===== config.mk =====
export PLATFORM = sky130hd
export DESIGN_NAME = branch_unit
export DESIGN_NICKNAME = d
export VERILOG_FILES = /design/src/rtl/branch_unit.sv
export SDC_FILE = /design/constraint.sdc
export NUM_CORES = 1
export LEC_CHECK = 0
export ABC_CLOCK_PERIOD_IN_PS = 3300
export CAP_MARGIN = 15
export CORE_ASPECT_RATIO = 0.6
export CORE_MARGIN = 1
export CORE_UTILIZATION = 50
export CTS_BUF_LIST = sky130_fd_sc_hd__clkbuf_16
export CTS_CLUSTER_SIZE = 24
export DETAILED_ROUTE_END_ITERATION = 7
export PLACE_DENSITY = 0.77
export SYNTH_ARGS = -nofsm -noshare
export SYNTH_HDL_FRONTEND = slang
export SYNTH_SLANG_ARGS = --single-unit
export TNS_END_PERCENT = 5

===== constraint.sdc =====
create_clock -name clk -period 3.3 [get_ports clk]
set_clock_uncertainty 0.15 [all_clocks]
set_input_delay 0.66 -clock clk [delete_from_list [all_inputs] [get_ports clk]]
set_output_delay 0.66 -clock clk [all_outputs]
set_load 0.03 [all_outputs]

===== src/rtl/branch_unit.sv =====
// branch_unit: resolves compare-driven branches, CALL/RET/RETI against a
// hardware return-address stack, and emits registered fetch redirects.
// Optional build macro BRU_ERR_EN adds a sticky ras_err output and turns
// overflow pushes into dropped pushes instead of circular overwrites.
module branch_unit #(
    parameter int          DEPTH   = 8,
    parameter int          PC_W    = 32,
    parameter int unsigned PC_STEP = 1
) (
    input  logic            clk,
    input  logic            rst,
    input  logic            valid_in,
    input  logic [4:0]      opcode,
    input  logic [PC_W-1:0] pc,
    input  logic [PC_W-1:0] target,
    input  logic [1:0]      alu_flags,
    input  logic            flush,
    output logic            redirect,
    output logic [PC_W-1:0] redirect_pc,
    output logic [1:0]      flags_q,
`ifdef BRU_ERR_EN
    output logic            ras_err,
`endif
    output logic            reti_pulse,
    output logic            ras_empty,
    output logic            ras_full
);

    localparam int PTR_W = $clog2(DEPTH);
    localparam int CNT_W = PTR_W + 1;

    localparam logic [4:0] OP_CMP  = 5'b10010;
    localparam logic [4:0] OP_BEQ  = 5'b10100;
    localparam logic [4:0] OP_BNE  = 5'b10101;
    localparam logic [4:0] OP_BLT  = 5'b10110;
    localparam logic [4:0] OP_BGT  = 5'b10111;
    localparam logic [4:0] OP_CALL = 5'b11001;
    localparam logic [4:0] OP_RET  = 5'b11010;
    localparam logic [4:0] OP_RETI = 5'b11011;

    // Stack storage; sp_q points at the next free slot, so the top is sp_q-1.
    // When full, sp_q also addresses the oldest entry.
    logic [PC_W-1:0] stack_mem [DEPTH];

    logic             redirect_q, redirect_d;
    logic [PC_W-1:0]  redirect_pc_q, redirect_pc_d;
    logic [1:0]       flags_d;
    logic             reti_pulse_q, reti_pulse_d;
    logic [PTR_W-1:0] sp_q, sp_d;
    logic [CNT_W-1:0] cnt_q, cnt_d;
`ifdef BRU_ERR_EN
    logic             err_q, err_d;
`endif

    logic             qual;
    logic             empty_w;
    logic             full_w;
    logic             push_en;
    logic [PC_W-1:0]  push_data;
    logic [PTR_W-1:0] top_idx;
    logic [PC_W-1:0]  top_data;

    assign qual      = valid_in & ~flush;
    assign empty_w   = (cnt_q == '0);
    assign full_w    = (cnt_q == CNT_W'(DEPTH));
    assign push_data = pc + PC_W'(PC_STEP);
    assign top_idx   = sp_q - PTR_W'(1);
    assign top_data  = stack_mem[top_idx];

    // Decode the qualified instruction into next-state values for every flop.
    always_comb begin
        redirect_d    = 1'b0;
        redirect_pc_d = redirect_pc_q;
        reti_pulse_d  = 1'b0;
        flags_d       = flags_q;
        sp_d          = sp_q;
        cnt_d         = cnt_q;
        push_en       = 1'b0;
`ifdef BRU_ERR_EN
        err_d         = err_q;
`endif
        if (qual) begin
            case (opcode)
                OP_CMP: flags_d = alu_flags;
                OP_BEQ, OP_BNE, OP_BLT, OP_BGT: begin
                    // Conditions read the architectural flags, never alu_flags.
                    unique case (opcode)
                        OP_BEQ:  redirect_d = flags_q[0];
                        OP_BNE:  redirect_d = ~flags_q[0];
                        OP_BLT:  redirect_d = flags_q[1];
                        default: redirect_d = ~flags_q[0] & ~flags_q[1];
                    endcase
                    if (redirect_d) begin
                        redirect_pc_d = target;
                    end
                end
                OP_CALL: begin
                    redirect_d    = 1'b1;
                    redirect_pc_d = target;
                    if (!full_w) begin
                        push_en = 1'b1;
                        sp_d    = sp_q + PTR_W'(1);
                        cnt_d   = cnt_q + CNT_W'(1);
                    end else begin
`ifdef BRU_ERR_EN
                        // Overflow: keep the stack intact and flag the error.
                        err_d   = 1'b1;
`else
                        // Overflow: overwrite the oldest entry, count stays full.
                        push_en = 1'b1;
                        sp_d    = sp_q + PTR_W'(1);
`endif
                    end
                end
                OP_RET, OP_RETI: begin
                    if (!empty_w) begin
                        redirect_d    = 1'b1;
                        redirect_pc_d = top_data;
                        reti_pulse_d  = (opcode == OP_RETI);
                        sp_d          = top_idx;
                        cnt_d         = cnt_q - CNT_W'(1);
                    end else begin
`ifdef BRU_ERR_EN
                        err_d = 1'b1;
`endif
                    end
                end
                default: ;
            endcase
        end
    end

    // Control state register with asynchronous reset.
    always_ff @(posedge clk or posedge rst) begin
        if (rst) begin
            redirect_q    <= 1'b0;
            redirect_pc_q <= '0;
            reti_pulse_q  <= 1'b0;
            flags_q       <= 2'b00;
            sp_q          <= '0;
            cnt_q         <= '0;
`ifdef BRU_ERR_EN
            err_q         <= 1'b0;
`endif
        end else begin
            redirect_q    <= redirect_d;
            redirect_pc_q <= redirect_pc_d;
            reti_pulse_q  <= reti_pulse_d;
            flags_q       <= flags_d;
            sp_q          <= sp_d;
            cnt_q         <= cnt_d;
`ifdef BRU_ERR_EN
            err_q         <= err_d;
`endif
        end
    end

    // Stack write port; contents need no reset since count guards every read.
    always_ff @(posedge clk) begin
        if (push_en && !rst) begin
            stack_mem[sp_q] <= push_data;
        end
    end

    assign redirect    = redirect_q;
    assign redirect_pc = redirect_pc_q;
    assign reti_pulse  = reti_pulse_q;
    assign ras_empty   = empty_w;
    assign ras_full    = full_w;
`ifdef BRU_ERR_EN
    assign ras_err     = err_q;
`endif

endmodule


==> reports/results.ini, run 1 <==
[timing]
fmax_mhz=331.9
whs_ns=0.3985
relSlewSlack_pct=27.07
rsz0062_at_grt=false
post-route-period-util_pct=91.29
drv_slew=0
setup_slack_ns=0.2873
final_hold_viol_count=0
setup_violations=0
tightest_slew_ns=1.093
finalCriticalPeriod_ns=3.013

[synthesis]
synth-compound-area-share_pct=6.208
yosys.area_share.simple_pct=6.623
synthMuxAreaShare_pct=10.93
yosysMostFrequentCell=edfxtp_1
yosysTopAreaCellShare_pct=62.32
synth-xor-area-share_pct=2.698
synth_nets=891
synth_area_sq_mm=0.01234
synthCells=810
synth_top_area_cell=edfxtp_1
ys_seq_elements=299
synth_adder_area_share_pct=0.6694
seq_area_frac_synth_pct=71.04
ys_warn_count=0
yosys-top-cells-area=edfxtp_1 62%, mux2i_1 10%, dfrtp_1 8.7%
ys_top_cells_by_count=256 x edfxtp_1, 128 x mux2i_1, 64 x a22oi_1
synth_top_family_by_area=multiplexers
synth_ff_type=edfxtp_1
synth_edf_count=256
yosys.cell_types.count=38
syn_avg_cell_area_sq_um=15.23
async_flop_share_pct=14.38

[layout]
stdcell_count=1310
area_delta_synth_final_pct=22.75
fin_nets=1047
drive_gt1_share_pct=12.16

[place]
place_ws_ns=0.07975
dp_hpwl_microns=18100
io_buffers=112
place_congestion=0.8358
dp_cells=1259

[global_routing]
grt_overflow=0
track_usage_pct=22.86
antenna_found_initial=0
grt_max_degree=46
grt_pass1_vias=7338
grt_first_pass_wirelength_microns=42930

[power]
ir_worst_vdd_v=0.0004968
pwr-share-seq_pct=38.9
p_int_mw=7.736
swShare_pct=32.26
clkPwrFrac_pct=26.7
switching_power_mw=3.684
p_leak_nw=5.592
combPwrFrac_pct=34.4
powerDensity_mw_per_mm2=754.2

[drt]
drt_iter0_markers=560
drc=0
via_per_inst=5.696
dr.pass1.iters=5
antenna_left=0
post_drt_wl_per_cell_microns=21.74
drt-total-wl_microns=28480
vias=7462

[setup_path]
critPathMaxFanout=6
startpoint_type=register
crit_arrival_ns=2.20
critPathCaptureType=output pin
worst_ep_required_time_ns=2.49
critPathKind=register to output pin

[clock_tree]
cts-buffers-inserted=27
path_clk_slew_ns=0.07
clock_latency_ns=0.54
cts_max_level=1
clk_path_buf_depth=3
cts_sinks=299
postCtsSetupBuffers=0
root_buffer=clkbuf_16
cts_hold_buf=0
post_cts_resized=0
cts_tree=built

[run_status]
status=finished, final reports clean

[worst_hold_path]
hold_path.class=register to register

[die]
ios=113
fp.dieArea_sq_mm=0.02532
die_w_microns=204.8
core_sq_mm=0.02417
initial_core_util_pct=51.04
die_h_microns=123.7
row_count=44

[run]
maxCapViolations=0

[flip-flops by register name, indices dropped and copies added (netlist names)]
| name | count |
|---|---|
| sp_q | 3 |
| stack_mem | 256 |
| flags_q | 2 |
| redirect_pc | 32 |
| redirect | 1 |
| cnt_q | 4 |
| reti_pulse | 1 |
[metal layers]
layer	global-route usage [%]	routed length (microns)
met4	4.804	423
met2	35.05	12530
met1	34.38	13390
met5	0	0
met3	3.951	2136
[final timing paths]
| path | startpoint | to | slack [ns] | cells after the start |
|---|---|---|---|---|
| hold / removal | redirect_pc[19]$_DFFE_PP0P_ | redirect_pc[19]$_DFFE_PP0P_ | 0.40 | 2 |
| max in group asynchronous | rst | redirect_pc[28]$_DFFE_PP0P_ | 1.77 | 3 |
| min in group asynchronous | rst | flags_q[1]$_DFFE_PP0P_ | 0.46 | 2 |
| hold reg to reg | redirect_pc[19]$_DFFE_PP0P_ | redirect_pc[19]$_DFFE_PP0P_ | 0.40 | 2 |
| setup / recovery | cnt_q[0]$_DFFE_PP0P_ | ras_full | 0.29 | 2 |
| setup reg to reg | sp_q[0]$_DFFE_PP0P_ | redirect_pc[22]$_DFFE_PP0P_ | 0.43 | 8 |
[power groups by stage]
stage          logic (mW)  clock network, mW  registers, mW
6_report             3.93               3.04           4.44
5_1_grt              4.21               3.24           4.47
4_1_cts              3.95               3.09           4.44
3_5_place_dp         3.93                  0           4.52
3_3_place_gp         3.87                  0           4.52
2_1_floorplan        2.35                  0           4.86
[stage by stage]
stage               utilization, %  TNS [ns]  instance area (sq um)  total power [mW]
finish                       62.65         0                  15140             11.42
global route                 62.64         0                  15140             11.91
CTS                          62.64         0                  15140             11.49
detailed placement           59.10         0                  14280             8.450
global placement             59.10         0                  14280             8.383
floorplan                        -    -27.27                  12340             7.210
[placed cells by master (no fill, tap or decap), types with 2 or more instances in the layout]
master	n
clkinv_1	3
bufinv_16	3
and3_1	7
xnor2_1	33
nor2_1	36
nor2_2	10
nand3_1	45
inv_1	14
nand2b_1	3
inv_2	2
clkdlybuf4s50_1	112
a22oi_1	64
buf_12	10
mux2i_1	128
dfrtp_1	43
edfxtp_1	256
buf_4	50
and4_1	5
nand2_1	52
nor3_1	2
xor2_1	5
inv_6	2
clkinv_2	4
a21oi_1	4
nor4_1	2
o21ai_0	2
clkbuf_16	27
nand4_1	6
mux2_2	6
a31oi_1	32
ha_1	4
[area by class of cell]
class,instances,area [sq um]
Multi-Input combinational cell,461,3402
Sequential cell,299,8763
Timing Repair Buffer,172,1697
Clock buffer,27,675.6
Fill cell,1771,9026
Tap cell,322,402.9
Antenna cell,1,2.502
Clock inverter,23,180.2
Inverter,5,18.77
[cell families (layout without fill, tap and decap cells)]
| group | after synthesis | count (layout) |
|---|---|---|
| flip-flops | 299 | 299 |
| AND/OR/NAND/NOR | 176 | 176 |
| multiplexers | 134 | 134 |
| AO/OA/AOI/OAI | 107 | 107 |
| buffers and inverters | 50 | 227 |
| XOR/XNOR | 38 | 38 |
| adder cells (fa/ha/maj) | 6 | 6 |
| other | 0 | 1 |
[worst max-delay path, stage by stage (launching register included)]
cell,delay (ns)
dfrtp_1,0.48
nor4b_1,0.43
clkdlybuf4s50_1,0.76
(Power assumes the default switching activity.)
==> inputs of run 2 (changes only) <==
--- a/config.mk
+++ b/config.mk
@@ -11,6 +11,7 @@
 export CORE_MARGIN = 1
 export CORE_UTILIZATION = 50
 export CTS_BUF_LIST = sky130_fd_sc_hd__clkbuf_16
+export CTS_CLUSTER_DIAMETER = 200
 export CTS_CLUSTER_SIZE = 24
 export DETAILED_ROUTE_END_ITERATION = 7
 export PLACE_DENSITY = 0.77
==> run 2 against run 1 <==
Compared with the run above: hold slack improved by 0.0063 ns; sequential cell count unchanged; cell count decreased by 1.8%; critical path depth unchanged; critical path type unchanged; die area unchanged; maximum frequency increased by 1.1%.
==> reports/results.ini, run 2 (synthesis results as in run 1) <==
[timing]
tightest_slew_ns=1.065  ; -0.02821 ns
setup_violations=0  ; unchanged
whs_ns=0.4048  ; +0.006259 ns
finalCriticalPeriod_ns=2.979  ; -0.03398 ns
post-route-period-util_pct=90.27  ; -1.0 points
final_hold_viol_count=0  ; unchanged
relSlewSlack_pct=28.95  ; +1.9 points
rsz0062_at_grt=false
fmax_mhz=335.7  ; +1.1%
drv_slew=0  ; unchanged

[layout]
layout_commonest_cell=edfxtp_1
fin_nets=1036  ; -1.1%
largest_register_ffs=256  ; unchanged
area_delta_synth_final_pct=19.65
top_register=stack_mem
drive_gt1_share_pct=10.58  ; -1.6 points
layout_common_cells=256 x edfxtp_1, 128 x mux2i_1, 112 x clkdlybuf4s50_1
nFillCells=1802  ; +1.8%
n_antenna_cell=0  ; -1

[die]
die_h_microns=123.7  ; unchanged
die_w_microns=204.8  ; unchanged
initial_core_util_pct=51.04  ; unchanged
fp.dieArea_sq_mm=0.02532  ; unchanged
ios=113  ; unchanged
row_count=44  ; unchanged
core_sq_mm=0.02417  ; unchanged

[global_routing]
grt_first_pass_wirelength_microns=42280  ; -1.5%
antenna_found_initial=0  ; unchanged
track_usage_pct=22.48  ; -0.38 points
grt_overflow=0  ; unchanged
grt_max_degree=46  ; unchanged
grt_pass1_vias=7225  ; -1.5%

[clock_tree]
root_buffer=clkbuf_16
cts_max_level=1  ; unchanged
clk_path_buf_depth=3  ; unchanged
clock_latency_ns=0.50  ; -0.04 ns
cts_tree=built
post_cts_resized=0  ; unchanged
cts_hold_buf=0  ; unchanged
cts-buffers-inserted=16  ; -41%
cts_sinks=299  ; unchanged
postCtsSetupBuffers=0  ; unchanged
path_clk_slew_ns=0.09  ; +0.02 ns

[setup_path]
reg2reg_from=sp_q[0]$_DFFE_PP0P_
timing.rr.end=redirect_pc[22]$_DFFE_PP0P_
worst_ep_required_time_ns=2.49  ; about the same
crit_arrival_ns=2.17  ; -0.03 ns
critPathCaptureType=output pin
rrSetupSlack_ns=0.42  ; about the same
startpoint_type=register
critPathMaxFanout=6  ; unchanged
reg2reg_depth=8  ; unchanged
critPathKind=register to output pin

[worst_hold_path]
min_from=redirect_pc[11]$_DFFE_PP0P_
hold_path.class=register to register
hold_end=redirect_pc[11]$_DFFE_PP0P_
hold_depth=2  ; unchanged

[run_status]
status=finished, final reports clean

[drt]
drc=0  ; unchanged
antenna_left=0  ; unchanged
post_drt_wl_per_cell_microns=21.83  ; +0.43%
wl_met3_microns=2272  ; +6.4%
vias=7402  ; -0.80%
dr.pass1.iters=5  ; unchanged
drt_iter0_markers=597  ; +6.6%
highest_layer=met4
drt-total-wl_microns=28070  ; -1.4%
via_per_inst=5.756  ; +1.0%
wl_met1_microns=12930  ; -3.4%
met2_length_microns=12490  ; -0.26%

[place]
place_congestion=0.8358  ; unchanged
io_buffers=112  ; unchanged
dp_hpwl_microns=18100  ; unchanged

[power]
ir_worst_vdd_v=0.0005620  ; +13%
finalPower_mw=10.47  ; -8.3%
p_leak_nw=5.393  ; -3.6%
powerDensity_mw_per_mm2=709.3  ; -5.9%

[run]
maxCapViolations=0  ; unchanged

## run 2: cell count changes in the layout (fill, tap and decap cells not counted), sizes merged
cell | before | now
bufinv | 3 | 0
clkbuf | 27 | 17
clkinv | 7 | 1
diode | 1 | 0
inv | 18 | 14
## run 2: report_power, final
group	switching (mW)	leakage [nW]	total (mW)	internal, mW
Clock	1.15	0.264	2.10	0.947
Combinational	2.23	2.32	3.94	1.71
Sequential	0.132	2.81	4.44	4.30
Total	3.51	5.39	10.5	6.96
## run 2: worst max path at each step
stage / slack, ns / end / startpoint
2_1_floorplan: -0.85 / stack_mem[0][0]$_DFFE_PP_ / opcode[2]
3_3_place_gp: 0.21 / stack_mem[2][19]$_DFFE_PP_ / pc[8]
3_5_place_dp: 0.08 / stack_mem[5][22]$_DFFE_PP_ / pc[8]
4_1_cts: 0.30 / ras_full / cnt_q[0]$_DFFE_PP0P_
5_1_grt: 0.23 / ras_full / cnt_q[0]$_DFFE_PP0P_
6_report: 0.32 / ras_full / cnt_q[0]$_DFFE_PP0P_
## run 2: metrics by stage
stage | worst slack, ns | setup TNS [ns] | cell area (sq um) | utilization [%] | instances
3_5_place_dp | 0.07975 | 0 | 14280 | 59.10 | 1259
6_report | 0.3212 | 0 | 14760 | 61.07 | 1286
2_1_floorplan | -0.8522 | -27.27 | 12340 | - | 810
4_1_cts | 0.3018 | 0 | 14760 | 61.07 | 1286
5_1_grt | 0.2322 | 0 | 14760 | 61.07 | 1286
3_3_place_gp | 0.2111 | 0 | 14280 | 59.10 | 1259
## run 2: area by class of cell
type	count	area (sq um)	area share, %
multi-input combinational	461	3402	23.05
timing repair buffer	172	1697	11.50
clock inverter	10	50.05	0.3391
tap	322	402.9	2.730
clock buffer	17	425.4	2.882
inverter	5	18.77	0.1272
sequential	299	8763	59.38
## run 2: worst max-delay path, cell delays in order (launching register included)
cell	delay [ns]
dfrtp_1	0.48
nor4b_1	0.43
clkdlybuf4s50_1	0.76
## run 2: metal layers
layer  vias up  GRT usage, %
met4         0         4.618
li1       3398             -
met2       326         34.71
met1      3649         34.27
met3        29         3.009
met5         -             0
